==> config.mk <==
export PLATFORM = sky130hd
export DESIGN_NAME = regfile_scan_ctrl
export DESIGN_NICKNAME = d
export VERILOG_FILES = /design/src/rtl/regfile_scan_pkg.sv /design/src/rtl/scan_crc16.sv /design/src/rtl/regfile_scan_ctrl.sv
export SDC_FILE = /design/constraint.sdc
export NUM_CORES = 1
export LEC_CHECK = 0
export ABC_AREA = 1
export CAP_MARGIN = 0
export CORE_UTILIZATION = 50
export CTS_CLUSTER_DIAMETER = 150
export DETAILED_ROUTE_END_ITERATION = 6
export PLACE_DENSITY_LB_ADDON = 0.08
export SLEW_MARGIN = 20
export SYNTH_ARGS = -nofsm -noshare
export SYNTH_HDL_FRONTEND = slang
export SYNTH_SLANG_ARGS = --single-unit
==> constraint.sdc <==
create_clock -name clk -period 2 [get_ports clk]
set_input_delay 0.6 -clock clk [delete_from_list [all_inputs] [get_ports clk]]
set_output_delay 0.6 -clock clk [all_outputs]
set_load 0.02 [all_outputs]
==> src/rtl/regfile_scan_pkg.sv <==
// Shared types and constants for the register file scan controller.
`ifndef WORD_LENGTH
`define WORD_LENGTH 32
`endif

package regfile_scan_pkg;

    typedef enum logic [2:0] {
        IDLE,
        FREEZE,
        LOAD,
        SHIFT,
        STORE,
        NEXT,
        DONE
    } scan_state_t;

    localparam logic [15:0] CRC_POLY = 16'h1021;
    localparam logic [15:0] CRC_INIT = 16'hFFFF;

    localparam logic CMD_DUMP = 1'b0;
    localparam logic CMD_LOAD = 1'b1;

    // One MSB-first CRC-16-CCITT step for a single serial bit.
    function automatic logic [15:0] crc16_step(input logic [15:0] crc, input logic din);
        logic fb;
        fb = crc[15] ^ din;
        return {crc[14:0], 1'b0} ^ (fb ? CRC_POLY : 16'h0000);
    endfunction

endpackage

==> src/rtl/scan_crc16.sv <==
// Bit-serial CRC-16-CCITT over the scan stream; only built when REGFILE_SCAN_CRC_EN is defined.
`ifdef REGFILE_SCAN_CRC_EN
module scan_crc16
    import regfile_scan_pkg::*;
(
    input  logic        clk,
    input  logic        rst,
    input  logic        clear,
    input  logic        en,
    input  logic        din,
    output logic [15:0] crc
);

    always_ff @(posedge clk) begin
        if (rst) begin
            crc <= '0;
        end else if (clear) begin
            crc <= CRC_INIT;
        end else if (en) begin
            crc <= crc16_step(crc, din);
        end
    end

endmodule
`endif

==> src/rtl/regfile_scan_ctrl.sv <==
// Freezes the pipeline and scans a register file word by word to or from the debug host.
// Define REGFILE_SCAN_CRC_EN to add a CRC-16-CCITT over the bits driven on sIn.
module regfile_scan_ctrl
    import regfile_scan_pkg::*;
#(
    parameter int SIZE           = 16,
    parameter int WIDTH          = `WORD_LENGTH,
    parameter int FREEZE_TIMEOUT = 255
) (
    input  logic             clk,
    input  logic             rst,
    input  logic             cmdValid,
    output logic             cmdReady,
    input  logic             cmdLoad,
    input  logic             wrValid,
    output logic             wrReady,
    input  logic [WIDTH-1:0] wrData,
    output logic             rdValid,
    input  logic             rdReady,
    output logic [WIDTH-1:0] rdData,
    output logic             freezeReq,
    input  logic             freezeAck,
    output logic             sEnable,
    output logic             sIn,
    input  logic             sOut,
    output logic             busy,
    output logic             error,
    output logic [15:0]      crc
);

    localparam int BW = $clog2(WIDTH) + 1;
    localparam int AW = (SIZE > 1) ? $clog2(SIZE) : 1;
    localparam int TW = $clog2(FREEZE_TIMEOUT + 1);

    localparam logic [BW-1:0] LAST_BIT  = BW'(WIDTH - 1);
    localparam logic [AW-1:0] LAST_WORD = AW'(SIZE - 1);
    localparam logic [TW-1:0] TIMEOUT   = TW'(FREEZE_TIMEOUT);

    scan_state_t      state;
    logic             load_mode;
    logic             abort;
    logic [BW-1:0]    bit_cnt;
    logic [AW-1:0]    word_cnt;
    logic [TW-1:0]    timer;
    logic [WIDTH-1:0] shreg;

    // NOTE: sIn must be combinational: the register file captures it on the same edge that
    // consumes the current sOut bit, so a registered copy would arrive one bit late.
    assign sIn = sEnable & ((load_mode == CMD_LOAD) ? shreg[0] : sOut);

    always_ff @(posedge clk) begin
        // NOTE: all state and registered outputs use non-blocking assignments so every
        // branch below sees the pre-edge values; reset is synchronous and covers each one.
        if (rst) begin
            state     <= IDLE;
            load_mode <= CMD_DUMP;
            abort     <= 1'b0;
            bit_cnt   <= '0;
            word_cnt  <= '0;
            timer     <= '0;
            shreg     <= '0;
            cmdReady  <= 1'b1;
            wrReady   <= 1'b0;
            rdValid   <= 1'b0;
            rdData    <= '0;
            freezeReq <= 1'b0;
            sEnable   <= 1'b0;
            busy      <= 1'b0;
            error     <= 1'b0;
        end else begin
            case (state)
                IDLE: if (cmdValid) begin
                    load_mode <= cmdLoad;
                    abort     <= 1'b0;
                    error     <= 1'b0;
                    timer     <= '0;
                    bit_cnt   <= '0;
                    word_cnt  <= '0;
                    cmdReady  <= 1'b0;
                    busy      <= 1'b1;
                    freezeReq <= 1'b1;
                    state     <= FREEZE;
                end
                FREEZE: if (freezeAck) begin
                    if (load_mode == CMD_LOAD) begin
                        wrReady <= 1'b1;
                        state   <= LOAD;
                    end else begin
                        sEnable <= 1'b1;
                        state   <= SHIFT;
                    end
                end else if (timer == TIMEOUT) begin
                    error     <= 1'b1;
                    freezeReq <= 1'b0;
                    busy      <= 1'b0;
                    cmdReady  <= 1'b1;
                    state     <= IDLE;
                end else begin
                    timer <= timer + 1'b1;
                end
                LOAD: if (wrValid) begin
                    shreg   <= wrData;
                    wrReady <= 1'b0;
                    sEnable <= 1'b1;
                    state   <= SHIFT;
                end
                SHIFT: begin
                    bit_cnt <= bit_cnt + 1'b1;
                    if (load_mode == CMD_DUMP) begin
                        shreg <= {sOut, shreg[WIDTH-1:1]};
                    end else begin
                        shreg <= shreg >> 1;
                    end
                    if (bit_cnt == LAST_BIT) begin
                        sEnable <= 1'b0;
                        if (load_mode == CMD_DUMP) begin
                            rdData  <= {sOut, shreg[WIDTH-1:1]};
                            rdValid <= 1'b1;
                            state   <= STORE;
                        end else begin
                            state <= NEXT;
                        end
                    end
                end
                STORE: if (rdReady) begin
                    rdValid <= 1'b0;
                    state   <= NEXT;
                end
                NEXT: begin
                    bit_cnt <= '0;
                    // A lost freeze ends the scan after the word that was in flight.
                    if (word_cnt == LAST_WORD || abort || !freezeAck) begin
                        state <= DONE;
                    end else begin
                        word_cnt <= word_cnt + 1'b1;
                        if (load_mode == CMD_LOAD) begin
                            wrReady <= 1'b1;
                            state   <= LOAD;
                        end else begin
                            sEnable <= 1'b1;
                            state   <= SHIFT;
                        end
                    end
                end
                DONE: begin
                    word_cnt  <= '0;
                    freezeReq <= 1'b0;
                    busy      <= 1'b0;
                    cmdReady  <= 1'b1;
                    state     <= IDLE;
                end
                default: state <= IDLE;
            endcase

            if ((state inside {LOAD, SHIFT, STORE, NEXT}) && !freezeAck) begin
                abort <= 1'b1;
                error <= 1'b1;
            end
        end
    end

`ifdef REGFILE_SCAN_CRC_EN
    logic cmd_accept;
    assign cmd_accept = (state == IDLE) && cmdValid;

    scan_crc16 u_crc (
        .clk   (clk),
        .rst   (rst),
        .clear (cmd_accept),
        .en    (sEnable),
        .din   (sIn),
        .crc   (crc)
    );
`else
    assign crc = '0;
`endif

endmodule

* After elaboration in Yosys (flattened, before gate mapping)
Cells that the tools add are included.
W data, S select, Z words.
** Storage, ports and cells
- Word-level logic and storage cells :: 122
- Register bits :: 93
- Input port bits :: 40
** Operators by class
- Bitwise logic cells :: 2
- Add/sub/neg operators :: 3
- Reductions and logical operators :: 30
- Equal/unequal tests :: 23
- Muxes and demuxes :: 50
** Operators with widths (count)
- $mux W32 :: 2
- $pmux W32 S2 :: 1
- $mux W1 :: 24
- $mux W8 :: 3
- $mux W3 :: 7
- $ne A2 B2 Y1 const B :: 10
- $reduce_and A4 Y1 :: 5
- $pmux W3 S6 :: 1
- $pmux W6 S3 :: 1
- $pmux W8 S2 :: 1
- $reduce_bool A3 Y1 :: 5
- $ne A3 B3 Y1 const B :: 4
- $pmux W4 S3 :: 1
- $reduce_and A5 Y1 :: 2
- $reduce_bool A2 Y1 :: 5
- $eq A3 B3 Y1 const B :: 3
- $pmux W1 S3 :: 3
- $add A8 B1 Y8 const B :: 1
- $eq A8 B8 Y1 const B :: 1
- $mux W4 :: 2
- $reduce_and A2 Y1 :: 4
- $reduce_bool A4 Y1 :: 2
- $add A6 B1 Y6 const B :: 1
- $eq A3 B2 Y1 const B :: 2
- other kinds (14) :: 17

* Depth between registers and ports, before layout
Gate-level depths: netlist of run 1.
- Depth after elaboration :: 5
- Gate-level depth with buffers :: 10
- Mapped depth without buffers :: 10

* Least setup slack after synthesis of run 1
OpenSTA, ideal clock, no wires.
- Path type :: input to output
- From :: input sOut
- To :: output sIn
- Stages :: 2
- Slack :: 0.395 ns
- Arrival time :: 1.005 ns
- Cells stage by stage :: nand2_1 > a21oi_1
** On the way
- Cells in the longest elaborated chain, start to end :: 2
** RTL lines
- start: declaration :: line regfile_scan_ctrl.sv:25 : input logic sOut,
- $mux W1 :: line regfile_scan_ctrl.sv:49 : assign sIn = sEnable & ((load_mode == CMD_LOAD) ? shreg[0] : sOut);
- $and A1 B1 Y1 :: line regfile_scan_ctrl.sv:49
- end: declaration :: line regfile_scan_ctrl.sv:24 : output logic sIn,
Every way passes these cells.

* Worst setup path in the final report of run 1
- From :: register rdData[1]
- To :: output rdData[1]
** RTL lines
- start: declaration :: line regfile_scan_ctrl.sv:20 : output logic [WIDTH-1:0] rdData,
- start signal: assignment :: line regfile_scan_ctrl.sv:117 : rdData <= {sOut, shreg[WIDTH-1:1]};
No word-level cell between the ends.

==> out/qor.txt, run 1 <==
Status = complete, no violations
TritonCTS clock tree = built
Top cells by area, synth = dfxtp_1 (45%), a21oi_1 (11%), o21ai_0 (8.5%)
Post-CTS Setup Inserts = 0
Most frequent cells in the layout = a21oi_1 (94), dfxtp_1 (93), clkdlybuf4s50_1 (76)
Crit path launch type = flip-flop
Commonest non-fill, non-tap cell in the layout = a21oi_1
Clock Skews = 12.3 ps
Fraction of layout cells with a size suffix above 1 = 8.75%
Upper clock frequency limit = 519 MHz
Detailed Place HPWL = 6.68 mm
H-tree level count = 3
Crit path max-delay cell type = clkdlybuf4s50_1
VDD IR max = 0.000597 V
FILL cells = 712
Pwr dens = 1060 nW/um^2
Post-DP Area = 5040 sq um
Req. time, crit path = 1400 ps
Largest net degree at the start of global routing = 58
Synth Area per Inst = 7.48 sq um
WS Path Type = reg -> out
Setup crit start = rdData[1]
Number of synthesized register bits = 93
Worst R2R Path Depth = 7
R2r endpoint = rdData[25]
Pre-CTS setup slack = -456 ps
Clock tree buffer depth = 2
Via-per-instance ratio = 5.28
Worst Path Buf+Inv = 1
Max-Cap Viols = 0
Post-Syn Instances = 559
Die ar. = 8730 sq um
Cells after DPL = 726
Post-Route Utilization = 66.7%
Worst setup endpoint = rdData[1]
Reg2reg start = bit_cnt[0]
Fin cells = 742
Total negative slack = 0 ps
Routed Antenna Nets = 0
Die width = 93.4 microns
Core area = 7890 sq um
Synth area leader = dfxtp_1
Clk slew on worst S/H paths = 100 ps
Fin crit period = 1930 ps
Layout net count = 678
CP Max Fanout = 2
CTS Sinks = 93
Mapped Area = 4180 sq um
Clk_lat worst skew = 360 ps
DRT Wirelength = 9.43 mm
Initial Util = 53.0%
Setup WS post-layout = 72.0 ps
Initial drt markers = 197
Levels on crit path = 1
DRC violation count after routing = 0
Library cells used by synthesis = 31
Reg2Reg Setup Slack = 250 ps
Unrepaired setup endpoints after global routing = false
Final instance area = 5260 sq um
Final setup viols = 0
Leakage = 2.06 nW
# port buffers = 79
Area growth, synth to finish = 25.8%
Final Hold Fails = 0
GRT overflow = 0
Vias in the first global route = 3,480
# IOs = 96
Worst hold slack = 449 ps
Total power = 5.59 mW
CP arrival = 1330 ps
Yosys warns = 0
Iteration count of the initial detailed-routing pass = 5
Routability Congestion = 0.897
First-pass GRT wire length = 15.9 mm
Core Rows = 32
Yosys top cell area share = 44.5%
Fin crit share = 96.4%
Root Buffer = clkbuf_8
HP Class = reg -> reg
Sequential cell area fraction in the yosys report = 44.5%
Avg WL per Cell = 12.7 microns
Cells along the critical path = clkdlybuf4s50_1
CP endpoint kind = primary output
TritonCTS Buffers = 9
Total number of vias = 3,916
Antenna diodes = 0
Initial antenna violation count = 0
Final Slew Violations = 0
Die Height = 93.4 microns
Total Routing Usage GR = 22.8%
CP delay by family, top = buffers and inverters
Slowest stage delay, CP = 610 ps
[timing repair]
action                                  CTS  global route
pin swaps                                 2             0
endpoints found under the setup margin    1             1
gates cloned                              0             0
resized for setup                         6             1
hold buffers                              0             0
[report_power, final]
| group | switching, mW | leakage (nW) | internal, mW | total (mW) |
|---|---|---|---|---|
| clock | 0.668 | 0.104 | 0.714 | 1.38 |
| sequential | 0.239 | 0.754 | 2.16 | 2.40 |
| combinational | 1.14 | 1.20 | 0.678 | 1.81 |
| total | 2.04 | 2.06 | 3.55 | 5.59 |
[worst min path at each step]
stage          startpoint    endpoint  slack, ps  depth (start not counted)
4_1_cts         rdData[2]   rdData[2]        450                          2
3_3_place_gp   rdData[26]  rdData[26]        430                          2
6_report        rdData[3]   rdData[3]        450                          2
3_5_place_dp    rdData[2]   rdData[2]        430                          2
5_1_grt         rdData[3]   rdData[3]        470                          2
2_1_floorplan       abort       abort        440                          2
[sequential cells by signal (all words and copies together), names as in the netlist, 3 cells and up]
name / count
state: 3
word_cnt: 4
timer: 8
bit_cnt: 6
shreg: 32
rdData: 32
[logic make-up after synthesis]
| family | after synthesis | share of synthesized area (%) |
|---|---|---|
| buffers and inverters | 119 | 13.4 |
| AOI/OAI and AO/OA | 207 | 26.2 |
| other | 1 | 0.0897 |
| DFF | 93 | 44.5 |
| adders and majority gates | 3 | 0.898 |
| and+or+nand+nor | 134 | 14.5 |
| xor gates and xnor gates | 2 | 0.419 |
[layout make-up]
type                    instances  area (sq um)  area share [%]
clock inverters                 6          92.6            1.76
clock buffers                  10           128            2.43
inverters                      72           270            5.14
flip-flops and latches         93          1860            35.4
repair buffers                 97           962            18.3
multi-input cells             362          1820            34.5
well taps                     102           128            2.43
[layer usage]
metal  GRT usage, %  share of wire (%)  up-vias  wire (microns)
met5              0                  0        -               0
met4           7.05                1.3        0             118
met3           4.88                6.2       12             580
met2           37.7                 47      118            4420
met1           29.8                 46     1791            4310
li1               -                  -     1995               -
[cells in the mapped netlist]
cell,number
o22ai_1,32
nand2_2,5
nor2_2,3
nor2_1,21
clkbuf_2,2
clkinv_1,1
nor2_4,1
inv_2,7
a21oi_1,94
and3_1,2
nor3_1,7
or2_2,1
buf_6,1
nand2_1,66
xnor2_1,1
inv_1,64
a21oi_4,1
o21ai_0,71
conb_1,1
ha_1,3
nand3_2,3
buf_2,7
dfxtp_1,93
a21oi_2,1
clkbuf_1,12
buf_4,25
o21bai_1,2
xor2_1,1
nand4_1,6
nand3_1,19
o21ai_1,6
[worst reg2reg max path, cell delays in order, from the launching register on]
cell	delay, ps
dfxtp_1	390
ha_1	220
nand3_1	130
nor2_1	210
nand3_2	100
buf_4	270
o21ai_0	250
a21oi_1	60
Note: power is estimated with default switching activity, not from simulation.
==> run 2, diff against run 1 <==
--- a/config.mk
+++ b/config.mk
@@ -5,7 +5,6 @@
 export SDC_FILE = /design/constraint.sdc
 export NUM_CORES = 1
 export LEC_CHECK = 0
-export ABC_AREA = 1
 export CAP_MARGIN = 0
 export CORE_UTILIZATION = 50
 export CTS_CLUSTER_DIAMETER = 150
==> run 2 against run 1 <==
  * Clock power hardly changed
  * Wire length is 2.2% higher
  * Critical path depth stayed put
  * Maximum frequency is 1.3% lower
  * Area after synthesis is 0.27% higher
  * Synthesized cell count is 18% lower
  * Power is 26% lower
  * Critical path type unchanged
  * Global-route usage is 0.052 points lower
  * Combinational power is 58% lower
  * Die area is 0.27% higher
  * Worst hold slack better by 16 ps
  * Largest power group unchanged
==> out/qor.txt, run 2 <==
Clk_lat worst skew = 360 ps
Synth Flop Type = dfxtp_1
Final setup viols = 0
VDD IR max = 0.000386 V
Antenna diodes = 0
DRT Wirelength = 9.64 mm
Number of synthesized register bits = 93
Status = complete, no violations
# port buffers = 79
Die Height = 93.6 microns
Upper clock frequency limit = 512 MHz
# hold bufs at CTS = 0
H-tree level count = 3
DRC violation count after routing = 0
Initial antenna violation count = 0
Core area = 8180 sq um
FFs w/ async S/R, synth = 0%
Initial drt markers = 143
Synth Area per Inst = 9.13 sq um
Crit path max-delay cell type = clkdlybuf4s50_1
Root Buffer = clkbuf_8
Footprint of the multi-input gates = 2070 sq um
Total negative slack = 0 ps
Clock tree buffer depth = 2
Leakage = 1.93 nW
Synth area leader = dfxtp_1
CP endpoint kind = primary output
Post-Route Utilization = 65.9%
Largest net degree at the start of global routing = 42
Initial Util = 51.3%
Req. time, crit path = 1400 ps
Avg WL per Cell = 14.7 microns
Core Rows = 33
Total number of vias = 3,610
WS Path Type = reg -> out
Vias in the first global route = 3,341
Total Routing Usage GR = 22.8%
CP arrival = 1350 ps
TritonCTS Buffers = 9
Layout net count = 589
Fin crit share = 97.7%
Sequential cell fraction of total power = 47.8%
Crit path launch type = flip-flop
Fin crit period = 1950 ps
CTS Sinks = 93
Fraction of layout cells with a size suffix above 1 = 11.4%
Area growth, synth to finish = 28.5%
Sw Share = 28.3%
Worst Path Buf+Inv = 1
Worst hold slack = 465 ps
Net Sw Power = 1.18 mW
Register area = 1860 sq um
Cells along the critical path = clkdlybuf4s50_1
First-pass GRT wire length = 15.6 mm
Die width = 93.6 microns
Commonest non-fill, non-tap cell in the layout = dfxtp_1
Iteration count of the initial detailed-routing pass = 4
Yosys top cell area share = 44.4%
EDFF count, synth = 0
CP delay by family, top = buffers and inverters
Max-Cap Viols = 0
Biggest regs = rdData x32, shreg x32, timer x8
Internal power = 2.98 mW
Routed Antenna Nets = 0
Routability Congestion = 0.767
Via-per-instance ratio = 5.50
GRT overflow = 0
Most frequent cells after synthesis = dfxtp_1 (93), nor2_1 (48), a21oi_1 (47)
Clock Skews = 14.1 ps
Die ar. = 8750 sq um
Final Slew Violations = 0
Most frequent cells in the layout = dfxtp_1 (93), clkdlybuf4s50_1 (71), nor2_1 (48)
Mapped Area = 4190 sq um
Detailed Place HPWL = 6.42 mm
Top cells by area, synth = dfxtp_1 (44%), mux2i_1 (9.1%), o221ai_1 (6.5%)
HP Class = reg -> reg
Pwr dens = 771 nW/um^2
Comb pwr share = 18.3%
CP Max Fanout = 2
TritonCTS clock tree = built
Post-Syn Instances = 459
Most common cell in the netlist = dfxtp_1
Final Hold Fails = 0
Unrepaired setup endpoints after global routing = false
FILL cells = 713
Sequential cell area fraction in the yosys report = 44.4%
Yosys warns = 0
Slowest stage delay, CP = 620 ps
# IOs = 96
Clock power share = 33.9%
Library cells used by synthesis = 60
Clk slew on worst S/H paths = 90 ps
-- run 2: path summary, 6_finish.rpt --
check,from,to,slack [ps],cells past startpoint
max,wrReady,wrReady,50,1
max reg2reg,bit_cnt[0],rdData[27],200,6
min,cmdReady,cmdReady,470,1
min reg2reg,cmdReady,cmdReady,470,1
-- run 2: routing by layer --
| metal | GRT usage (%) | vias up | wire [microns] |
|---|---|---|---|
| li1 | - | 1806 | - |
| met1 | 28.7 | 1694 | 4330 |
| met2 | 37.3 | 97 | 4610 |
| met3 | 5.12 | 13 | 535 |
| met4 | 9.87 | 0 | 170 |
| met5 | 0 | - | 0 |
-- run 2: kinds of logic after synthesis --
group	synth area share (%)
buffers and inverters	8.15
AO/OA/AOI/OAI	19.6
flip-flops	44.4
other	0.0895
adder cells (fa/ha/maj)	0.896
XOR/XNOR	0.597
AND/OR/NAND/NOR	16.8
multiplexers	9.43
-- run 2: worst register-to-register path, delay by kind of cell (launching register included) --
kind | cells | cell delay [ps]
fa+ha+maj | 1 | 200
mux | 1 | 250
buf+inv | 1 | 260
flops | 1 | 390
simple gates | 3 | 580
-- run 2: cell type report --
class / instances / share of cell area (%)
multi-input cells: 322 / 38.4
flip-flops and latches: 93 / 34.6
repair buffers: 112 / 20.0
well taps: 105 / 2.44
clock buffers: 10 / 2.37
clock inverters: 6 / 1.74
inverters: 8 / 0.557
-- run 2: timing repair --
| action | in CTS | in global routing |
|---|---|---|
| gates cloned | 0 | 0 |
| gates resized for setup | 9 | 6 |
| pin swaps | 1 | 0 |
| endpoints found under the setup margin | 1 | 10 |
| setup buffers | 1 | 0 |
-- run 2: stage by stage --
stage	std cells	area (sq um)	worst slack (ps)	total power [mW]
after global routing	656	5390	15.8	4.35
after floorplan	474	4250	247	2.48
after detailed placement	639	5140	-537	2.78
after CTS	656	5370	9.39	4.18
after global placement	639	5140	-528	2.77
final	656	5390	46.9	4.16
-- run 2: power groups by stage --
stage	sequential, mW	clock, mW	combinational (mW)
floorplan	2.03	0	0.452
global placement	2.03	0	0.743
detailed placement	2.03	0	0.753
CTS	1.99	1.44	0.754
global route	2.00	1.53	0.830
finish	1.99	1.41	0.759
